[config.mk]
export PLATFORM = sky130hd
export DESIGN_NAME = tt_mux_sel_seq_flat
export DESIGN_NICKNAME = d
export VERILOG_FILES = /design/src/rtl/tt_mux_sel_seq_if.sv /design/src/rtl/tt_mux_sel_seq.sv /design/src/flat_wrapper.sv
export SDC_FILE = /design/constraint.sdc
export NUM_CORES = 1
export LEC_CHECK = 0
export BUFFER_PORTS_ARGS = -buffer_cell sky130_fd_sc_hd__buf_2
export CAP_MARGIN = 15
export CORE_UTILIZATION = 40
export DETAILED_ROUTE_END_ITERATION = 10
export PLACE_DENSITY = 0.61
export SLEW_MARGIN = 10
export SYNTH_ARGS = -nofsm -noshare
export SYNTH_HDL_FRONTEND = slang
export SYNTH_SLANG_ARGS = --single-unit
[constraint.sdc]
create_clock -name clk -period 2.59 [get_ports clk]
set_clock_uncertainty 0.15 [all_clocks]
set_input_delay 0.259 -clock clk [delete_from_list [all_inputs] [get_ports clk]]
set_output_delay 0.259 -clock clk [all_outputs]
set_load 0.03 [all_outputs]
[src/rtl/tt_mux_sel_seq_if.sv]
// tt_mux_sel_seq_if: request handshake and status bundle between a requester and tt_mux_sel_seq.
interface tt_mux_sel_seq_if #(
    parameter int SEL_W = 10
);
    logic             req_valid;
    logic             req_ready;
    logic [SEL_W-1:0] req_addr;
    logic             req_ena;
    logic             busy;
    logic             done;
    logic [SEL_W-1:0] cur_addr;
    logic             cur_valid;
    modport master (
        output req_valid, req_addr, req_ena,
        input  req_ready, busy, done, cur_addr, cur_valid
    );
    modport slave (
        input  req_valid, req_addr, req_ena,
        output req_ready, busy, done, cur_addr, cur_valid
    );
endinterface

[src/rtl/tt_mux_sel_seq.sv]
// tt_mux_sel_seq: steps the mux controller select counter to a requested address (TT_MUX_SEL_SEQ_INCR_EN adds incremental stepping).
module tt_mux_sel_seq #(
    parameter int SEL_W   = 10,
    parameter int RST_CYC = 4,
    parameter int HALF    = 2,
    parameter int SETTLE  = 8
) (
    input  logic            clk,
    input  logic            rst_n,
    tt_mux_sel_seq_if.slave req,
    output logic            ctrl_sel_rst_n,
    output logic            ctrl_sel_inc,
    output logic            ctrl_ena
);
    localparam int CW = 16;
    localparam logic [CW-1:0] RST_LD  = CW'(RST_CYC - 1);
    localparam logic [CW-1:0] HALF_LD = CW'(HALF - 1);
    localparam logic [CW-1:0] SET_LD  = CW'(SETTLE - 1);

    typedef enum logic [2:0] {
        S_IDLE, S_DIS, S_RST, S_INC_HI, S_INC_LO, S_SETTLE, S_FIN
    } state_t;

    state_t           state_q, state_d;
    logic [CW-1:0]    cnt_q, cnt_d;
    logic [SEL_W-1:0] n_q, n_d;
    logic [SEL_W-1:0] addr_q, addr_d;
    logic [SEL_W-1:0] cur_addr_q, cur_addr_d;
    logic             ena_q, ena_d;
    logic             cur_valid_q, cur_valid_d;
    logic             ready_q, ready_d;
    logic             busy_q, busy_d;
    logic             done_q, done_d;
    logic             sel_rst_n_q, sel_rst_n_d;
    logic             inc_q, inc_d;
    logic             ctrl_ena_q, ctrl_ena_d;
    logic             last;
    logic             incr;
    logic [SEL_W-1:0] n_start;

    assign last = cnt_q == '0;
`ifdef TT_MUX_SEL_SEQ_INCR_EN
    assign incr = cur_valid_q && addr_q >= cur_addr_q;
`else
    assign incr = 1'b0;
`endif
    assign n_start = incr ? addr_q - cur_addr_q : addr_q;

    always_comb begin
        state_d     = state_q;
        cnt_d       = cnt_q - CW'(1);
        n_d         = n_q;
        addr_d      = addr_q;
        ena_d       = ena_q;
        cur_addr_d  = cur_addr_q;
        cur_valid_d = cur_valid_q;
        ready_d     = ready_q;
        busy_d      = busy_q;
        done_d      = 1'b0;
        sel_rst_n_d = sel_rst_n_q;
        inc_d       = inc_q;
        ctrl_ena_d  = ctrl_ena_q;
        case (state_q)
            S_IDLE: if (req.req_valid && ready_q) begin
                state_d    = S_DIS;
                addr_d     = req.req_addr;
                ena_d      = req.req_ena;
                ready_d    = 1'b0;
                busy_d     = 1'b1;
                ctrl_ena_d = 1'b0;
            end
            S_DIS: begin
                n_d        = n_start;
                ctrl_ena_d = 1'b0;
                if (!incr) begin
                    state_d     = S_RST;
                    cnt_d       = RST_LD;
                    sel_rst_n_d = 1'b0;
                    cur_valid_d = 1'b0;
                end else begin
                    state_d = n_start == '0 ? S_SETTLE : S_INC_HI;
                    cnt_d   = n_start == '0 ? SET_LD : HALF_LD;
                    inc_d   = n_start != '0;
                end
            end
            S_RST: if (last) begin
                sel_rst_n_d = 1'b1;
                state_d     = n_q == '0 ? S_SETTLE : S_INC_HI;
                cnt_d       = n_q == '0 ? SET_LD : HALF_LD;
                inc_d       = n_q != '0;
            end
            S_INC_HI: if (last) begin
                state_d = S_INC_LO;
                cnt_d   = HALF_LD;
                inc_d   = 1'b0;
            end
            // the remote counter has advanced once the low half completes
            S_INC_LO: if (last) begin
                n_d     = n_q - SEL_W'(1);
                state_d = n_q == SEL_W'(1) ? S_SETTLE : S_INC_HI;
                cnt_d   = n_q == SEL_W'(1) ? SET_LD : HALF_LD;
                inc_d   = n_q != SEL_W'(1);
            end
            S_SETTLE: if (last) state_d = S_FIN;
            S_FIN: begin
                state_d     = S_IDLE;
                done_d      = 1'b1;
                ctrl_ena_d  = ena_q;
                cur_addr_d  = addr_q;
                cur_valid_d = 1'b1;
                busy_d      = 1'b0;
                ready_d     = 1'b1;
            end
            default: state_d = S_IDLE;
        endcase
    end

    always_ff @(posedge clk or negedge rst_n) begin
        if (!rst_n) begin
            state_q     <= S_IDLE;
            cnt_q       <= '0;
            n_q         <= '0;
            addr_q      <= '0;
            ena_q       <= 1'b0;
            cur_addr_q  <= '0;
            cur_valid_q <= 1'b0;
            ready_q     <= 1'b1;
            busy_q      <= 1'b0;
            done_q      <= 1'b0;
            sel_rst_n_q <= 1'b0;
            inc_q       <= 1'b0;
            ctrl_ena_q  <= 1'b0;
        end else begin
            state_q     <= state_d;
            cnt_q       <= cnt_d;
            n_q         <= n_d;
            addr_q      <= addr_d;
            ena_q       <= ena_d;
            cur_addr_q  <= cur_addr_d;
            cur_valid_q <= cur_valid_d;
            ready_q     <= ready_d;
            busy_q      <= busy_d;
            done_q      <= done_d;
            sel_rst_n_q <= sel_rst_n_d;
            inc_q       <= inc_d;
            ctrl_ena_q  <= ctrl_ena_d;
        end
    end

    assign req.req_ready  = ready_q;
    assign req.busy       = busy_q;
    assign req.done       = done_q;
    assign req.cur_addr   = cur_addr_q;
    assign req.cur_valid  = cur_valid_q;
    assign ctrl_sel_rst_n = sel_rst_n_q;
    assign ctrl_sel_inc   = inc_q;
    assign ctrl_ena       = ctrl_ena_q;
endmodule

[src/flat_wrapper.sv]
// flat-port wrapper written by rule: the top's interface ports become plain ports
module tt_mux_sel_seq_flat 
#(
    parameter int SEL_W   = 10,
    parameter int RST_CYC = 4,
    parameter int HALF    = 2,
    parameter int SETTLE  = 8
)
  (clk, rst_n, ctrl_sel_rst_n, ctrl_sel_inc, ctrl_ena, req_req_valid, req_req_addr, req_req_ena, req_req_ready, req_busy, req_done, req_cur_addr, req_cur_valid);
  tt_mux_sel_seq_if #(.SEL_W(SEL_W)) req_i ();
  input  logic clk;
  input  logic rst_n;
  output logic ctrl_sel_rst_n;
  output logic ctrl_sel_inc;
  output logic ctrl_ena;
  input wire logic [$bits(req_i.req_valid)-1:0] req_req_valid;
  input wire logic [$bits(req_i.req_addr)-1:0] req_req_addr;
  input wire logic [$bits(req_i.req_ena)-1:0] req_req_ena;
  output wire logic [$bits(req_i.req_ready)-1:0] req_req_ready;
  output wire logic [$bits(req_i.busy)-1:0] req_busy;
  output wire logic [$bits(req_i.done)-1:0] req_done;
  output wire logic [$bits(req_i.cur_addr)-1:0] req_cur_addr;
  output wire logic [$bits(req_i.cur_valid)-1:0] req_cur_valid;
  assign req_i.req_valid = req_req_valid;
  assign req_i.req_addr = req_req_addr;
  assign req_i.req_ena = req_req_ena;
  assign req_req_ready = req_i.req_ready;
  assign req_busy = req_i.busy;
  assign req_done = req_i.done;
  assign req_cur_addr = req_i.cur_addr;
  assign req_cur_valid = req_i.cur_valid;
  tt_mux_sel_seq #(.SEL_W(SEL_W), .RST_CYC(RST_CYC), .HALF(HALF), .SETTLE(SETTLE)) u_core (.clk(clk), .rst_n(rst_n), .req(req_i), .ctrl_sel_rst_n(ctrl_sel_rst_n), .ctrl_sel_inc(ctrl_sel_inc), .ctrl_ena(ctrl_ena));
endmodule
==> results of run 1 <==
worst paths after layout:
path	slack, ps	to	start
worst max-delay path	260	u_core.n_q[6]	u_core.state_q[1]
worst min-delay path	20	u_core.addr_q[7]	req_req_addr[7]
worst max register to register	260	u_core.n_q[6]	u_core.state_q[1]
worst min register to register	320	u_core.req.req_ready	u_core.req.req_ready
max in group asynchronous	1350	u_core.req.cur_addr[7]	rst_n
min in group asynchronous	340	u_core.cnt_q[7]	rst_n
through the flow:
| stage | power, mW | util |
|---|---|---|
| final | 3.298 | 0.4956 |
| after global routing | 3.549 | 0.4956 |
| after CTS | 3.327 | 0.4956 |
| after floorplan | 2.299 | - |
| after detailed placement | 2.583 | 0.4556 |
| after global placement | 2.566 | 0.4556 |
cells in the final DEF (no fill, tap or decap), drive strengths merged, types with 2 or more instances in the layout:
cell,netlist,layout
a211o,2,2
a21oi,7,7
xor2,6,6
inv,6,6
or4,6,6
mux2,21,21
buf,7,37
nor2,34,34
o21ai,10,10
clkinvlp,0,5
o311ai,3,3
nand2,18,18
dfrtp,56,56
dlygate4sd3,0,10
o22ai,3,3
nand2b,2,2
nor4,4,4
maj3,2,2
nor3,8,8
or3,3,3
a31oi,2,2
o211ai,3,3
mux2i,4,4
nor2b,3,3
and2,2,2
clkbuf,2,9
o32ai,2,2
ha,5,5
clkinv,0,2
nand3,6,6
xnor2,8,8
and3,6,6
final cells by class:
class	count	area share
flip-flops and latches	57	0.4240
well taps	96	0.03567
inverters	6	0.006689
repair buffers	47	0.09365
clock inverters	7	0.01412
multi-input cells	185	0.3891
clock buffers	9	0.03679
cell families after synthesis:
group / count (synthesis) / synth area share
compound gates: 41 / 0.09916
mux: 25 / 0.09827
flops: 57 / 0.5073
xor+xnor: 14 / 0.04358
fa+ha+maj: 7 / 0.02935
simple gates: 98 / 0.1952
buf+inv: 15 / 0.02712
sequential cells by signal (all words and copies together) (netlist names):
signal and cells:
u_core.addr_q 10, u_core.cnt_q 16, u_core.ctrl_ena 1, u_core.ctrl_sel_inc 1, u_core.ctrl_sel_rst_n 1, u_core.ena_q 1, u_core.n_q 10, u_core.req.busy 1
u_core.req.cur_addr 10, u_core.req.cur_valid 1, u_core.req.done 1, u_core.req.req_ready 1, u_core.state_q 3
metal layers:
layer / track usage / wire length (µm) / vias up / share of wire
met1: 0.2148 / 2611 / 1033 / 0.46
met3: 0.04716 / 207 / 7 / 0.036
met4: 0.06212 / 61 / 0 / 0.011
met5: 0 / 0 / - / 0
met2: 0.2835 / 2826 / 38 / 0.50
li1: - / - / 1023 / -
critical path: cells and delay by family (launching register included):
kind	cells	cell delay, ps
simple gates	3	1110
flops	1	530
compound gates	2	420
power by group:
group / total, mW / switching [mW] / leakage [nW] / internal [mW]
registers: 1.51 / 0.317 / 0.715 / 1.19
clock network: 0.723 / 0.381 / 0.0733 / 0.342
logic: 1.06 / 0.550 / 0.734 / 0.513
==> results_dict.tcl, run 1 <==
set metrics [dict create \
    leakage_nw 1.522 \
    cts_hold_buf 10 \
    holdWs_ps 17.06 \
    die-area_um2 7375 \
    cpPeakStageDelay_ps 530 \
    diodes 0 \
    rsz0062_at_grt "no" \
    cts_inserted_buffers 9 \
    outcome "finished, final reports clean" \
    tritoncts "yes" \
    setup_viol 0 \
    critical_path_arrival_ps 2400 \
    cts_setup_buffers 0 \
    htreeDepth 3 \
    antenna_found_initial 0 \
    netlist_area_um2 2814 \
    grt_max_degree 31 \
    critPathKind "flip-flop to flip-flop" \
    finalSetupTns_ps 0 \
    initial_core_util 0.4142 \
    cp_max_fo 13 \
    drv_cap 0 \
    postLayoutCellArea_um2 3367 \
    synth_warnings 0 \
    final_antenna_net_count 0 \
    grt_pass1_wl_um 9784 \
    crit_chain "nand2b_1 -> nor2_1 -> and3_1 -> a31oi_1 -> a211o_1" \
    period_minus_slack_ps 2333 \
    r2r_cells 5 \
    p_per_area_nw_per_um2 979.4 \
    stdcell_count 407 \
    fmax_mhz 428.6 \
    worstMarginPinSlew_ps 680.9 \
    cts_buffer_depth 2 \
    seqCellArea_um2 1428 \
    dpl-instance-area_um2 3095 \
    cts_resized 0 \
    synth.avg_cell_area_um2 10.95 \
    finalCritPeriodShare 0.9008 \
    worst_slack_ps 257.1 \
    synth-async-reset-ratio 1.000 \
    grt_pass1_vias 2071 \
    track_usage 0.1713 \
    synth_seq_area_share 0.5073 \
    cts-root-buf "clkbuf_8" \
    path_clk_slew_ps 70 \
    port_buffers 30 \
    hold_viol_final 0 \
    synth-edff-count 0 \
    synth_top_cell_by_area "dfrtp_1" \
    synthTopCellsByArea "dfrtp_1 (50%), mux2_2 (8.4%), nor2_1 (4.4%)" \
    ys_seq_elements 57 \
    area_delta_synth_final_pct 19.65 \
    rows 30 \
    start_kind "flip-flop" \
    clkSinkCount 57 \
    synthCells 257 \
    synth_cell_type_count 57 \
    yosysMostFrequentCell "dfrtp_1" \
    dp.cells 381 \
    vias 2101 \
    multi_input_area_um2 1310 \
    fill_cells 631 \
    final_max_slew_viol_count 0 \
    clk_latency_ps 340 \
    wl_um 5707 \
    worstPathRequired_ps 2660 \
    synth-main-ff-cell "dfrtp_1" \
    core_area_um2 6794 \
    peakVddDrop_uv 462.4 \
    place.gp.congestion 0.8461 \
    drive_gt1_frac 0.2830 \
    drcViolationCount 0 \
    die_width_um 85.88 \
    die_y_um 85.88 \
    syn_nets 276 \
    viasPerCell 5.162 \
    synth_common_cells "dfrtp_1 (56), nor2_1 (33), mux2_2 (21)" \
    hold_path.class "input pin to flip-flop" \
    routedWlPerCell_um 14.02 \
    io_pins 31 \
    dp_hpwl_um 3979 \
    relSlewSlack 0.5461 \
    drtPass1Iterations 4 \
    num-nets-final 325 \
    worstHoldPathCells 2 \
    post-place-ws_ps 317.9 \
    cp-end-kind "flip-flop" \
    drtIter0Drc 77 \
    synth_top_area_frac 0.4980 \
    crit_slowest_cell "dfrtp_1" \
    grt_overflow_total 0 \
]
(Power assumes the default switching activity.)
==> run 2: changes to the inputs <==
PLACE_DENSITY = not set   (was 0.61)
==> run 2 against run 1 <==
Sequential share of layout area decreased by 0.51 points. Highest routed layer unchanged. Setup slack improved by 120 ps. Global-route usage increased by 1.1 points. Non-clock buffer count increased by 2. Critical endpoint is now u_core.cnt_q[0]. Power increased by 3.8%.
==> results_dict.tcl, run 2 (synthesized netlist as in run 1, its figures left out) <==
set metrics [dict create \
    drcViolationCount 0 \
    relSlewSlack 0.5278 \
    largest_reg_flops 16 \
    die_y_um 85.88 \
    hold_path.class "input pin to flip-flop" \
    cp-end-kind "flip-flop" \
    clkSinkCount 57 \
    diodes 0 \
    cts-root-buf "clkbuf_8" \
    cp_max_fo 14 \
    cp_top_family "simple AND/OR/NAND/NOR gates" \
    utilization 0.5017 \
    largest_register "u_core.cnt_q" \
    stdcell_count 409 \
    routedWlPerCell_um 14.37 \
    cts_buffer_depth 2 \
    worst_slack_ps 376.6 \
    wl_um 5877 \
    outcome "finished, final reports clean" \
    post-place-ws_ps 373.2 \
    rows 30 \
    io_pins 31 \
    drtPass1Iterations 4 \
    grt_overflow_total 0 \
    die-area_um2 7375 \
    cp_num_buf_inv 1 \
    dp_hpwl_um 3869 \
    worstMarginPinSlew_ps 708.3 \
    postLayoutCellArea_um2 3408 \
    fill_cells 640 \
    grt_pass1_wl_um 10250 \
    peakVddDrop_uv 625.0 \
    core_area_um2 6794 \
    final_max_slew_viol_count 0 \
    area_delta_synth_final_pct 21.12 \
    critical_path_arrival_ps 2290 \
    drive_gt1_frac 0.2812 \
    track_usage 0.1819 \
    tritoncts "yes" \
    holdWs_ps 66.60 \
    dpl-instance-area_um2 3083 \
    hold_viol_final 0 \
    cpPeakStageDelay_ps 500 \
    crit_slowest_cell "or3_4" \
    critPathMostFrequentCell "and3_1" \
    clk_latency_ps 350 \
    initial_core_util 0.4142 \
    crit_chain "inv_1 -> ha_1 -> and3_1 -> and3_1 -> or3_4 -> or2_2" \
    num-nets-final 327 \
    finalSetupTns_ps 0 \
    final_antenna_net_count 0 \
    die_width_um 85.88 \
    worstPathRequired_ps 2670 \
    cts_setup_buffers 0 \
    final_common_cell "dfrtp_1" \
    htreeDepth 3 \
    finalCritPeriodShare 0.8546 \
    grt_pass1_vias 2188 \
    grt_max_degree 58 \
    leakage_nw 1.551 \
    viasPerCell 5.154 \
    final_cell_mix "dfrtp_1 (56), nor2_1 (33), buf_2 (30)" \
    place.gp.congestion 0.8214 \
    period_minus_slack_ps 2213 \
    drtIter0Drc 127 \
    dp.cells 381 \
    start_kind "flip-flop" \
    drv_cap 0 \
    multi_input_area_um2 1310 \
    p_per_area_nw_per_um2 1005 \
    port_buffers 30 \
    cts_inserted_buffers 9 \
    vias 2108 \
    seqCellArea_um2 1428 \
    power_mw 3.424 \
    setup_viol 0 \
    critPathKind "flip-flop to flip-flop" \
    antenna_found_initial 0 \
    rsz0062_at_grt "no" \
    fmax_mhz 451.8 \
    path_clk_slew_ps 60 \
]
-- run 2: repair_timing --
item,4_1_cts,5_1_grt
endpoints found under the hold margin,67,0
resized for setup,0,0
hold buffers,12,0
-- run 2: worst reg2reg max path, delay by kind of cell (launching register included) --
kind / cells / cell delay (ps)
fa+ha+maj: 1 / 190
flops: 1 / 380
buf+inv: 1 / 80
simple gates: 4 / 1310
-- run 2: final cells by class --
class | count | share of cell area
clock inverters | 6 | 0.01982
repair buffers | 49 | 0.09471
flip-flops and latches | 57 | 0.4189
multi-input cells | 185 | 0.3844
well taps | 96 | 0.03524
inverters | 6 | 0.006608
clock buffers | 10 | 0.04038
-- run 2: power breakdown --
part	switching [mW]	total [mW]	internal (mW)	leakage (nW)
clock	0.376	0.846	0.471	0.0985
combinational	0.552	1.07	0.514	0.738
sequential	0.316	1.51	1.20	0.715
-- run 2: layer usage --
layer | part of all wire | routed length [µm] | up-vias | GRT usage
met5 | 0 | 0 | - | 0
met4 | 0.025 | 146 | 0 | 0.09545
met3 | 0.038 | 222 | 12 | 0.04716
met1 | 0.46 | 2712 | 1029 | 0.2207
met2 | 0.48 | 2797 | 36 | 0.2980
li1 | - | - | 1031 | -
-- run 2: path summary, 6_finish.rpt --
check | cells after the start | startpoint | to | slack [ps]
max | 6 | u_core.cnt_q[0] | u_core.cnt_q[0] | 380
min | 3 | req_req_valid | u_core.state_q[0] | 70
max reg2reg | 6 | u_core.cnt_q[0] | u_core.cnt_q[0] | 380
min reg2reg | 2 | u_core.req.req_ready | u_core.req.req_ready | 340
max in group asynchronous | 3 | rst_n | u_core.n_q[4] | 1390
min in group asynchronous | 3 | rst_n | u_core.ctrl_sel_rst_n | 430
==> run 3: changes to the inputs <==
ABC_CLOCK_PERIOD_IN_PS = 2590   (was not set)
MAX_ROUTING_LAYER = met4   (was not set)
==> run 3 against run 2 <==
Worst hold slack better by 1.8 ps. Clock power about the same. Final cell count unchanged.
==> results_dict.tcl, run 3 (synthesized netlist as in run 1, its figures left out) <==
set metrics [dict create \
    outcome "finished, final reports clean" \
    vias 2094 \
    setup_viol 0 \
    largest_reg_flops 16 \
    clkSinkCount 57 \
    path_clk_slew_ps 60 \
    cts_buffer_depth 2 \
    cp-end-kind "flip-flop" \
    critical_path_arrival_ps 2290 \
    r2r-start "u_core.cnt_q[0]" \
    relSlewSlack 0.5262 \
    diodes 0 \
    worst_slack_ps 376.8 \
    wl_um 5859 \
    hold_start "req_req_valid" \
    track_usage 0.1879 \
    crit_start "u_core.cnt_q[0]" \
    core_area_um2 6794 \
    power_frac_comb 0.311 \
    htreeDepth 3 \
    grt_max_degree 58 \
    cp_max_fo 14 \
    start_kind "flip-flop" \
    initial_core_util 0.4142 \
    drv_cap 0 \
    leakage_nw 1.551 \
    drtPass1Iterations 4 \
    place.gp.congestion 0.8337 \
    peakVddDrop_uv 625.9 \
    gr-usage-met2 0.2973 \
    area_delta_synth_final_pct 21.12 \
    port_buffers 30 \
    grt_overflow_total 0 \
    die-area_um2 7375 \
    final_antenna_net_count 0 \
    met3_usage 0.04716 \
    worstPathRequired_ps 2670 \
    antenna_found_initial 0 \
    num-nets-final 327 \
    drcViolationCount 0 \
    fmax_mhz 451.8 \
    io_pins 31 \
    finalCritPeriodShare 0.8545 \
    power_frac_seq 0.442 \
    top_usage_layer "met2" \
    grt_pass1_wl_um 10270 \
    die_width_um 85.88 \
    cts_inserted_buffers 9 \
    p_int_mw 2.180 \
    hold_viol_final 0 \
    tritoncts "yes" \
    clk_latency_ps 350 \
    finalSetupTns_ps 0 \
    grt_pass1_vias 2178 \
    viasPerCell 5.120 \
    dp_hpwl_um 3869 \
    hold_path.class "input pin to flip-flop" \
    rsz0062_at_grt "no" \
    drtIter0Drc 125 \
    rows 30 \
    post-place-ws_ps 373.2 \
    largest_register "u_core.cnt_q" \
    p_sw_mw 1.241 \
    final_common_cell "dfrtp_1" \
    netSwitchingFraction 0.3627 \
    drive_gt1_frac 0.2812 \
    routedWlPerCell_um 14.33 \
    period_minus_slack_ps 2213 \
    critPathKind "flip-flop to flip-flop" \
    worstMarginPinSlew_ps 710.7 \
    final_max_slew_viol_count 0 \
    grtUsageMet1 0.2226 \
    p_clk_frac 0.247 \
    p_per_area_nw_per_um2 1004 \
    final_cell_mix "dfrtp_1 (56), nor2_1 (33), buf_2 (30)" \
    cts-root-buf "clkbuf_8" \
    die_y_um 85.88 \
]
-- run 3: cell counts in the layout (fill, tap and decap cells not counted) --
Identical to the previous run, type by type.
-- run 3: timing repair --
action | in CTS | in global routing
hold endpoints to repair | 67 | 0
hold buffers | 12 | 0
setup buffers | 0 | 0
resized for setup | 0 | 0
endpoints found under the setup margin | 0 | 0
-- run 3: area by class of cell --
class,count,area (µm²)
clock inverter,6,67.56
sequential,57,1428
fill,640,3386
multi-input combinational,185,1310
tap,96,120.1
inverter,6,22.52
clock buffer,10,137.6
timing repair buffer,49,322.8
-- run 3: layer usage --
layer	share of wire	routed length [µm]
met4	0.030	174
met5	0	0
met2	0.48	2805
met3	0.031	180
met1	0.46	2698
-- run 3: metrics by stage --
| step | power, mW | cell area [µm²] | util | cells | hold slack, ps |
|---|---|---|---|---|---|
| after floorplan | 2.299 | 2814 | - | 257 | -186.6 |
| after global placement | 2.561 | 3083 | 0.4538 | 381 | 312.6 |
| after detailed placement | 2.576 | 3083 | 0.4538 | 381 | 304.7 |
| after CTS | 3.453 | 3408 | 0.5017 | 409 | 62.30 |
| after global routing | 3.670 | 3408 | 0.5017 | 409 | 91.19 |
| final | 3.421 | 3408 | 0.5017 | 409 | 68.36 |
-- run 3: critical path, stage by stage (launching register included) --
cell     delay (ps)
dfrtp_1         380
inv_1            80
ha_1            190
and3_1          220
and3_1          270
or3_4           490
or2_2           300
-- run 3: final timing paths --
check                           slack, ps                     to  cells after the start
worst max-delay path                  380        u_core.cnt_q[0]                      6
worst min-delay path                   70      u_core.state_q[0]                      3
worst max register to register        380        u_core.cnt_q[0]                      6
worst min register to register        340   u_core.req.req_ready                      2
max in group asynchronous            1380          u_core.n_q[4]                      3
min in group asynchronous             430  u_core.ctrl_sel_rst_n                      3
-- run 3: power groups by stage --
stage                     registers, mW  logic, mW  clock network, mW
after global placement             1.52       1.04                  0
final                              1.51       1.07              0.845
after detailed placement           1.53       1.05                  0
after global routing               1.56       1.19              0.912
after floorplan                    1.48      0.821                  0
after CTS                          1.51       1.07              0.867
